$ cat src/rtl/sequenciador_de_status_if.sv
// Channel bundle of the status sequencer: per-channel requests, shared
// durations and the decoded status lines.
interface sequenciador_de_status_if #(
  parameter int CANAIS    = 4,
  parameter int LARG_CONT = 8
);
  logic [CANAIS-1:0]    liga;
  logic [CANAIS-1:0]    disparo;
  logic [LARG_CONT-1:0] tempo_preparacao;
  logic [LARG_CONT-1:0] tempo_ataque;
  logic [CANAIS-1:0]    desligado;
  logic [CANAIS-1:0]    preparacao;
  logic [CANAIS-1:0]    pronto;
  logic [CANAIS-1:0]    ataque;
  logic [2*CANAIS-1:0]  estado;
  logic [CANAIS-1:0]    fim_ataque;
  logic                 algum_ataque;

  modport master (
    output liga, disparo, tempo_preparacao, tempo_ataque,
    input  desligado, preparacao, pronto, ataque, estado, fim_ataque, algum_ataque
  );

  modport slave (
    input  liga, disparo, tempo_preparacao, tempo_ataque,
    output desligado, preparacao, pronto, ataque, estado, fim_ataque, algum_ataque
  );
endinterface

$ cat src/rtl/sequenciador_de_status.sv
// Multi-channel status sequencer: DESLIGADO -> PREPARACAO -> PRONTO -> ATAQUE
// with timed preparation/attack phases and a registered end-of-attack pulse.
module sequenciador_de_status #(
  parameter int CANAIS    = 4,
  parameter int LARG_CONT = 8
) (
  input logic                      clk,
  input logic                      rst_n,
  sequenciador_de_status_if.slave  bus
);

  // State codes double as the {A,B} status code seen downstream.
  localparam logic [1:0] DESLIGADO  = 2'b00;
  localparam logic [1:0] PREPARACAO = 2'b10;
  localparam logic [1:0] ATAQUE     = 2'b11;
  localparam logic [1:0] PRONTO     = 2'b01;

  localparam logic [LARG_CONT-1:0] UM = LARG_CONT'(1);

  logic [1:0]           estado_q [CANAIS];
  logic [LARG_CONT-1:0] cont_q   [CANAIS];
  logic [CANAIS-1:0]    fim_q;

  // NOTE: state is updated with <= so every channel sees the pre-edge values of
  // its own registers; blocking assignments here would create ordering races.
  always_ff @(posedge clk or negedge rst_n) begin
    if (!rst_n) begin
      for (int i = 0; i < CANAIS; i++) begin
        estado_q[i] <= DESLIGADO;
        cont_q[i]   <= '0;
      end
      fim_q <= '0;
    end else begin
      for (int i = 0; i < CANAIS; i++) begin
        fim_q[i] <= 1'b0;
        if (!bus.liga[i]) begin
          // Dropping the enable aborts any phase; cont is left as is.
          estado_q[i] <= DESLIGADO;
        end else begin
          case (estado_q[i])
            DESLIGADO: begin
              estado_q[i] <= PREPARACAO;
              cont_q[i]   <= bus.tempo_preparacao;
            end
            PREPARACAO: begin
              if (cont_q[i] == '0) estado_q[i] <= PRONTO;
              else                 cont_q[i]   <= cont_q[i] - UM;
            end
            PRONTO: begin
              if (bus.disparo[i]) begin
                estado_q[i] <= ATAQUE;
                cont_q[i]   <= bus.tempo_ataque;
              end
            end
            default: begin // ATAQUE
              if (cont_q[i] == '0) begin
                estado_q[i] <= PREPARACAO;
                cont_q[i]   <= bus.tempo_preparacao;
                fim_q[i]    <= 1'b1;
              end else begin
                cont_q[i] <= cont_q[i] - UM;
              end
            end
          endcase
        end
      end
    end
  end

  logic [CANAIS-1:0]   desligado_d;
  logic [CANAIS-1:0]   preparacao_d;
  logic [CANAIS-1:0]   pronto_d;
  logic [CANAIS-1:0]   ataque_d;
  logic [2*CANAIS-1:0] estado_d;

  // NOTE: every output of this block gets a default before the loop, so no
  // path through it leaves a value unassigned and no latch is inferred.
  always_comb begin
    desligado_d  = '0;
    preparacao_d = '0;
    pronto_d     = '0;
    ataque_d     = '0;
    estado_d     = '0;
    for (int i = 0; i < CANAIS; i++) begin
      estado_d[2*i +: 2] = estado_q[i];
      desligado_d[i]     = (estado_q[i] == DESLIGADO);
      preparacao_d[i]    = (estado_q[i] == PREPARACAO);
      pronto_d[i]        = (estado_q[i] == PRONTO);
      ataque_d[i]        = (estado_q[i] == ATAQUE);
    end
  end

  assign bus.desligado    = desligado_d;
  assign bus.preparacao   = preparacao_d;
  assign bus.pronto       = pronto_d;
  assign bus.ataque       = ataque_d;
  assign bus.estado       = estado_d;
  assign bus.fim_ataque   = fim_q;
  assign bus.algum_ataque = |ataque_d;

endmodule

$ cat src/flat_wrapper.sv
// flat-port wrapper written by rule: the top's interface ports become plain ports
module sequenciador_de_status_flat 
#(
  parameter int CANAIS    = 4,
  parameter int LARG_CONT = 8
)
  (clk, rst_n, bus_liga, bus_disparo, bus_tempo_preparacao, bus_tempo_ataque, bus_desligado, bus_preparacao, bus_pronto, bus_ataque, bus_estado, bus_fim_ataque, bus_algum_ataque);
  sequenciador_de_status_if #(.CANAIS(CANAIS), .LARG_CONT(LARG_CONT)) bus_i ();
  input logic clk;
  input logic rst_n;
  input wire logic [$bits(bus_i.liga)-1:0] bus_liga;
  input wire logic [$bits(bus_i.disparo)-1:0] bus_disparo;
  input wire logic [$bits(bus_i.tempo_preparacao)-1:0] bus_tempo_preparacao;
  input wire logic [$bits(bus_i.tempo_ataque)-1:0] bus_tempo_ataque;
  output wire logic [$bits(bus_i.desligado)-1:0] bus_desligado;
  output wire logic [$bits(bus_i.preparacao)-1:0] bus_preparacao;
  output wire logic [$bits(bus_i.pronto)-1:0] bus_pronto;
  output wire logic [$bits(bus_i.ataque)-1:0] bus_ataque;
  output wire logic [$bits(bus_i.estado)-1:0] bus_estado;
  output wire logic [$bits(bus_i.fim_ataque)-1:0] bus_fim_ataque;
  output wire logic [$bits(bus_i.algum_ataque)-1:0] bus_algum_ataque;
  assign bus_i.liga = bus_liga;
  assign bus_i.disparo = bus_disparo;
  assign bus_i.tempo_preparacao = bus_tempo_preparacao;
  assign bus_i.tempo_ataque = bus_tempo_ataque;
  assign bus_desligado = bus_i.desligado;
  assign bus_preparacao = bus_i.preparacao;
  assign bus_pronto = bus_i.pronto;
  assign bus_ataque = bus_i.ataque;
  assign bus_estado = bus_i.estado;
  assign bus_fim_ataque = bus_i.fim_ataque;
  assign bus_algum_ataque = bus_i.algum_ataque;
  sequenciador_de_status #(.CANAIS(CANAIS), .LARG_CONT(LARG_CONT)) u_core (.clk(clk), .rst_n(rst_n), .bus(bus_i));
endmodule
$ cat config.mk
export PLATFORM = sky130hd
export DESIGN_NAME = sequenciador_de_status_flat
export DESIGN_NICKNAME = d
export VERILOG_FILES = /design/src/rtl/sequenciador_de_status_if.sv /design/src/rtl/sequenciador_de_status.sv /design/src/flat_wrapper.sv
export SDC_FILE = /design/constraint.sdc
export NUM_CORES = 1
export LEC_CHECK = 0
export CAP_MARGIN = 20
export CELL_PAD_IN_SITES_DETAIL_PLACEMENT = 0
export CELL_PAD_IN_SITES_GLOBAL_PLACEMENT = 1
export CORE_ASPECT_RATIO = 1.5
export CORE_UTILIZATION = 45
export CTS_BUF_LIST = sky130_fd_sc_hd__clkbuf_2 sky130_fd_sc_hd__clkbuf_4 sky130_fd_sc_hd__clkbuf_8
export CTS_CLUSTER_SIZE = 10
export DETAILED_ROUTE_END_ITERATION = 7
export GPL_TIMING_DRIVEN = 0
export PLACE_DENSITY = 0.85
export SETUP_SLACK_MARGIN = 0.3
export SLEW_MARGIN = 40
export SYNTH_ARGS = -nofsm -noshare
export SYNTH_HDL_FRONTEND = slang
export SYNTH_SLANG_ARGS = --single-unit
$ cat constraint.sdc
create_clock -name clk -period 3.55 [get_ports clk]
set_clock_uncertainty 0.05 [all_clocks]
set_input_delay 0.355 -clock clk [delete_from_list [all_inputs] [get_ports clk]]
set_output_delay 0.355 -clock clk [all_outputs]
set_load 0.02 [all_outputs]
==> impl_results.md <==
- Status: finished clean
- First DRT Iteration DRCs: 249
- Placed insts: 545
- Ordered list of cells on the worst path: ha_1 > clkbuf_1 > or4_1 > clkdlybuf4s50_1
- PnR worst setup slack: 787 ps
- Post-route DRC violation count: 0
- # IOs: 55
- Port buffer count: 54
- Final Hold Vio Count: 0
- GRT Resource Usage Total: 0.269
- Tcrit/Tclk final: 0.778
- Synth top area share: 0.322
- Pins Over Slew Limit: 0
- First-pass GRT wire length: 16200 um
- Crit-path leading delay family: buffers and inverters
- Clock sink total: 44
- CTS tree: built
- Layout cells sized above 1: 0.0793
- Initial antenna violation count: 0
- Antenna diodes: 0
- Number of buffers created by CTS: 5
- Synth Cell Area: 3420 um2
- Pre-CTS setup slack: 1060 ps
- Mean area per synthesized cell: 8.78 um2
- Syn Nets: 440
- # fillers: 689
- DR pass1 iterations: 5
- Post-synth EDFFs: 0
- Fin cells: 554
- Die area: 7970 um2
- Post-DP HPWL: 7420 um
- Clk Latency, worst-skew pair: 310 ps
- Synth-to-Final Area Change: 24.9%
- Seq/Total Area, Yosys: 0.322
- Ys Warns: 0
- Die height: 109 um
- Drt total wl: 9970 um
- Relative slew slack: 0.470
- Ranking of synthesized cells by area: dfrtp_1 (32%), ha_1 (8.8%), nor2_1 (4.3%)
- Power per standard cell area: 869 nW/um2
- WS Path Type: reg2out
- GPL Wtd Cong: 0.901
- Synth cell count leaders: dfrtp_1 (44), nor2_1 (39), inv_1 (29)
- Synth async-reset ratio: 1.00
- Via-per-instance ratio: 6.10
- Tightest Pin Transition: 788 ps
- Clk buf depth: 2
- Max incr delay on CP: 560 ps
- HP Class: in2async
- CP arrival: 2360 ps
- Type of origin of the critical path: register
- Final min period: 2760 ps
- Post-route ant nets: 0
- Endpoints failing setup: 0
- Nets: 503
- Clk slew on worst S/H paths: 90 ps
- Most common cell in the synthesized netlist: dfrtp_1
- Util after Layout: 0.588
- Worst Hold Slack: 322 ps
- Gr ovfl total: 0
- F_max: 0.362 GHz
- Leakage power: 1.78 nW
- Root buffer cell: clkbuf_8
- Critical Path Fanout Max: 10
- Yosys reg bits: 44
- Peak VDD IR: 0.422 mV
- Routed via count: 3379
- Post-CTS Setup Inserts: 0
- Die X: 73.2 um
- Mapped Cells: 390
- Main synth FF type: dfrtp_1
- Initial core utilization: 0.471
- Drt wl/cell: 18.0 um
- Core Rows: 38
- Setup crit end kind: primary output
- Synth unique cells: 71
- Largest area contributor in the synthesized netlist: dfrtp_1
- Setup TNS: 0 ps
- Pin count of the biggest net entering global routing: 42
- RSZ-0062 raised after global routing: false
- Number of max-cap violations: 0
- H-tree level count: 2
- Number of global-route vias before repair: 3320
- Core region area: 7270 um2
- Worst Path Buf+Inv: 2
- CP max-delay cell: clkdlybuf4s50_1
- Critical path required time: 3140 ps
metrics by stage:
step                      total power (W)  instance area [um2]
after CTS                         0.00372                 4280
after global placement            0.00313                 4090
final                             0.00371                 4280
after floorplan                   0.00250                 3420
after detailed placement          0.00316                 4110
after global routing              0.00400                 4280
area by class of cell:
cell class	instances	area (um2)	share of cell area
multi-input combinational	304	2140	0.500
sequential	44	1100	0.258
timing repair buffer	56	568	0.133
tap	100	125	0.0293
inverter	30	113	0.0263
clock inverter	3	90.1	0.0211
buffer	12	71.3	0.0167
clock buffer	5	68.8	0.0161
worst paths after layout:
path                                                   from                            end  slack [ps]  depth (start not counted)
min                                                   rst_n  u_core.cont_q[15]$_DFFE_PN0P_         320                          2
min in group clk              u_core.cont_q[30]$_DFFE_PN0P_  u_core.cont_q[30]$_DFFE_PN0P_         460                          2
min reg2reg                   u_core.cont_q[30]$_DFFE_PN0P_  u_core.cont_q[30]$_DFFE_PN0P_         460                          2
max reg2reg                u_core.bus.estado[2]$_DFFE_PN0P_  u_core.cont_q[18]$_DFFE_PN0P_         960                          7
max in group asynchronous                             rst_n  u_core.cont_q[30]$_DFFE_PN0P_        2720                          3
max                        u_core.bus.estado[4]$_DFFE_PN0P_               bus_algum_ataque         790                          4
routing by layer:
metal  vias up  routed length (um)  part of all wire  global-route usage
li1       1596                   -                 -                   -
met1      1610                4060              0.41               0.327
met5         -                   0                 0                   0
met2       150                5000              0.50               0.458
met4         0                 258             0.026               0.120
met3        23                 653             0.066              0.0453
flip-flops by register name, summed over array words and instances, names as in the netlist:
name	count
u_core.bus.fim_ataque	4
u_core.cont_q	32
u_core.bus.estado	8
kinds of logic (layout without fill, tap and decap cells):
kind of cell    Yosys count  count (layout)  share of synthesized area
flops                    44              44                      0.322
xor+xnor                  2               2                    0.00512
buf+inv                  42             106                     0.0537
compound gates          149             149                      0.313
fa+ha+maj                24              24                     0.0877
simple gates            120             120                      0.192
mux                       9               9                     0.0267
power by group:
group          internal (W)  total (W)  switching [W]
Combinational      0.000963    0.00220        0.00124
Clock              0.000352   0.000547       0.000195
Sequential         0.000717   0.000963       0.000247
what timing repair did:
| action | CTS | global route |
|---|---|---|
| resized for setup | 0 | 0 |
| hold buffers | 1 | 0 |
| hold endpoints to repair | 44 | 0 |
cell usage in the layout (no fill, tap or decap), types with 4 or more instances in the layout:
cell	count
o21ai_0	26
mux2i_1	8
or3_1	4
a31oi_1	8
a22o_1	5
o21ai_1	16
a221oi_1	6
a21oi_1	23
nor3_1	10
clkdlybuf4s50_1	53
nand2_1	18
clkbuf_8	5
nand2b_1	6
o22ai_1	7
ha_1	24
a22oi_1	6
a222oi_1	10
clkbuf_1	8
dfrtp_1	44
nor2b_1	12
nor2_1	39
inv_1	29
o2bb2ai_1	5
Note: power is estimated with default switching activity, not from simulation.
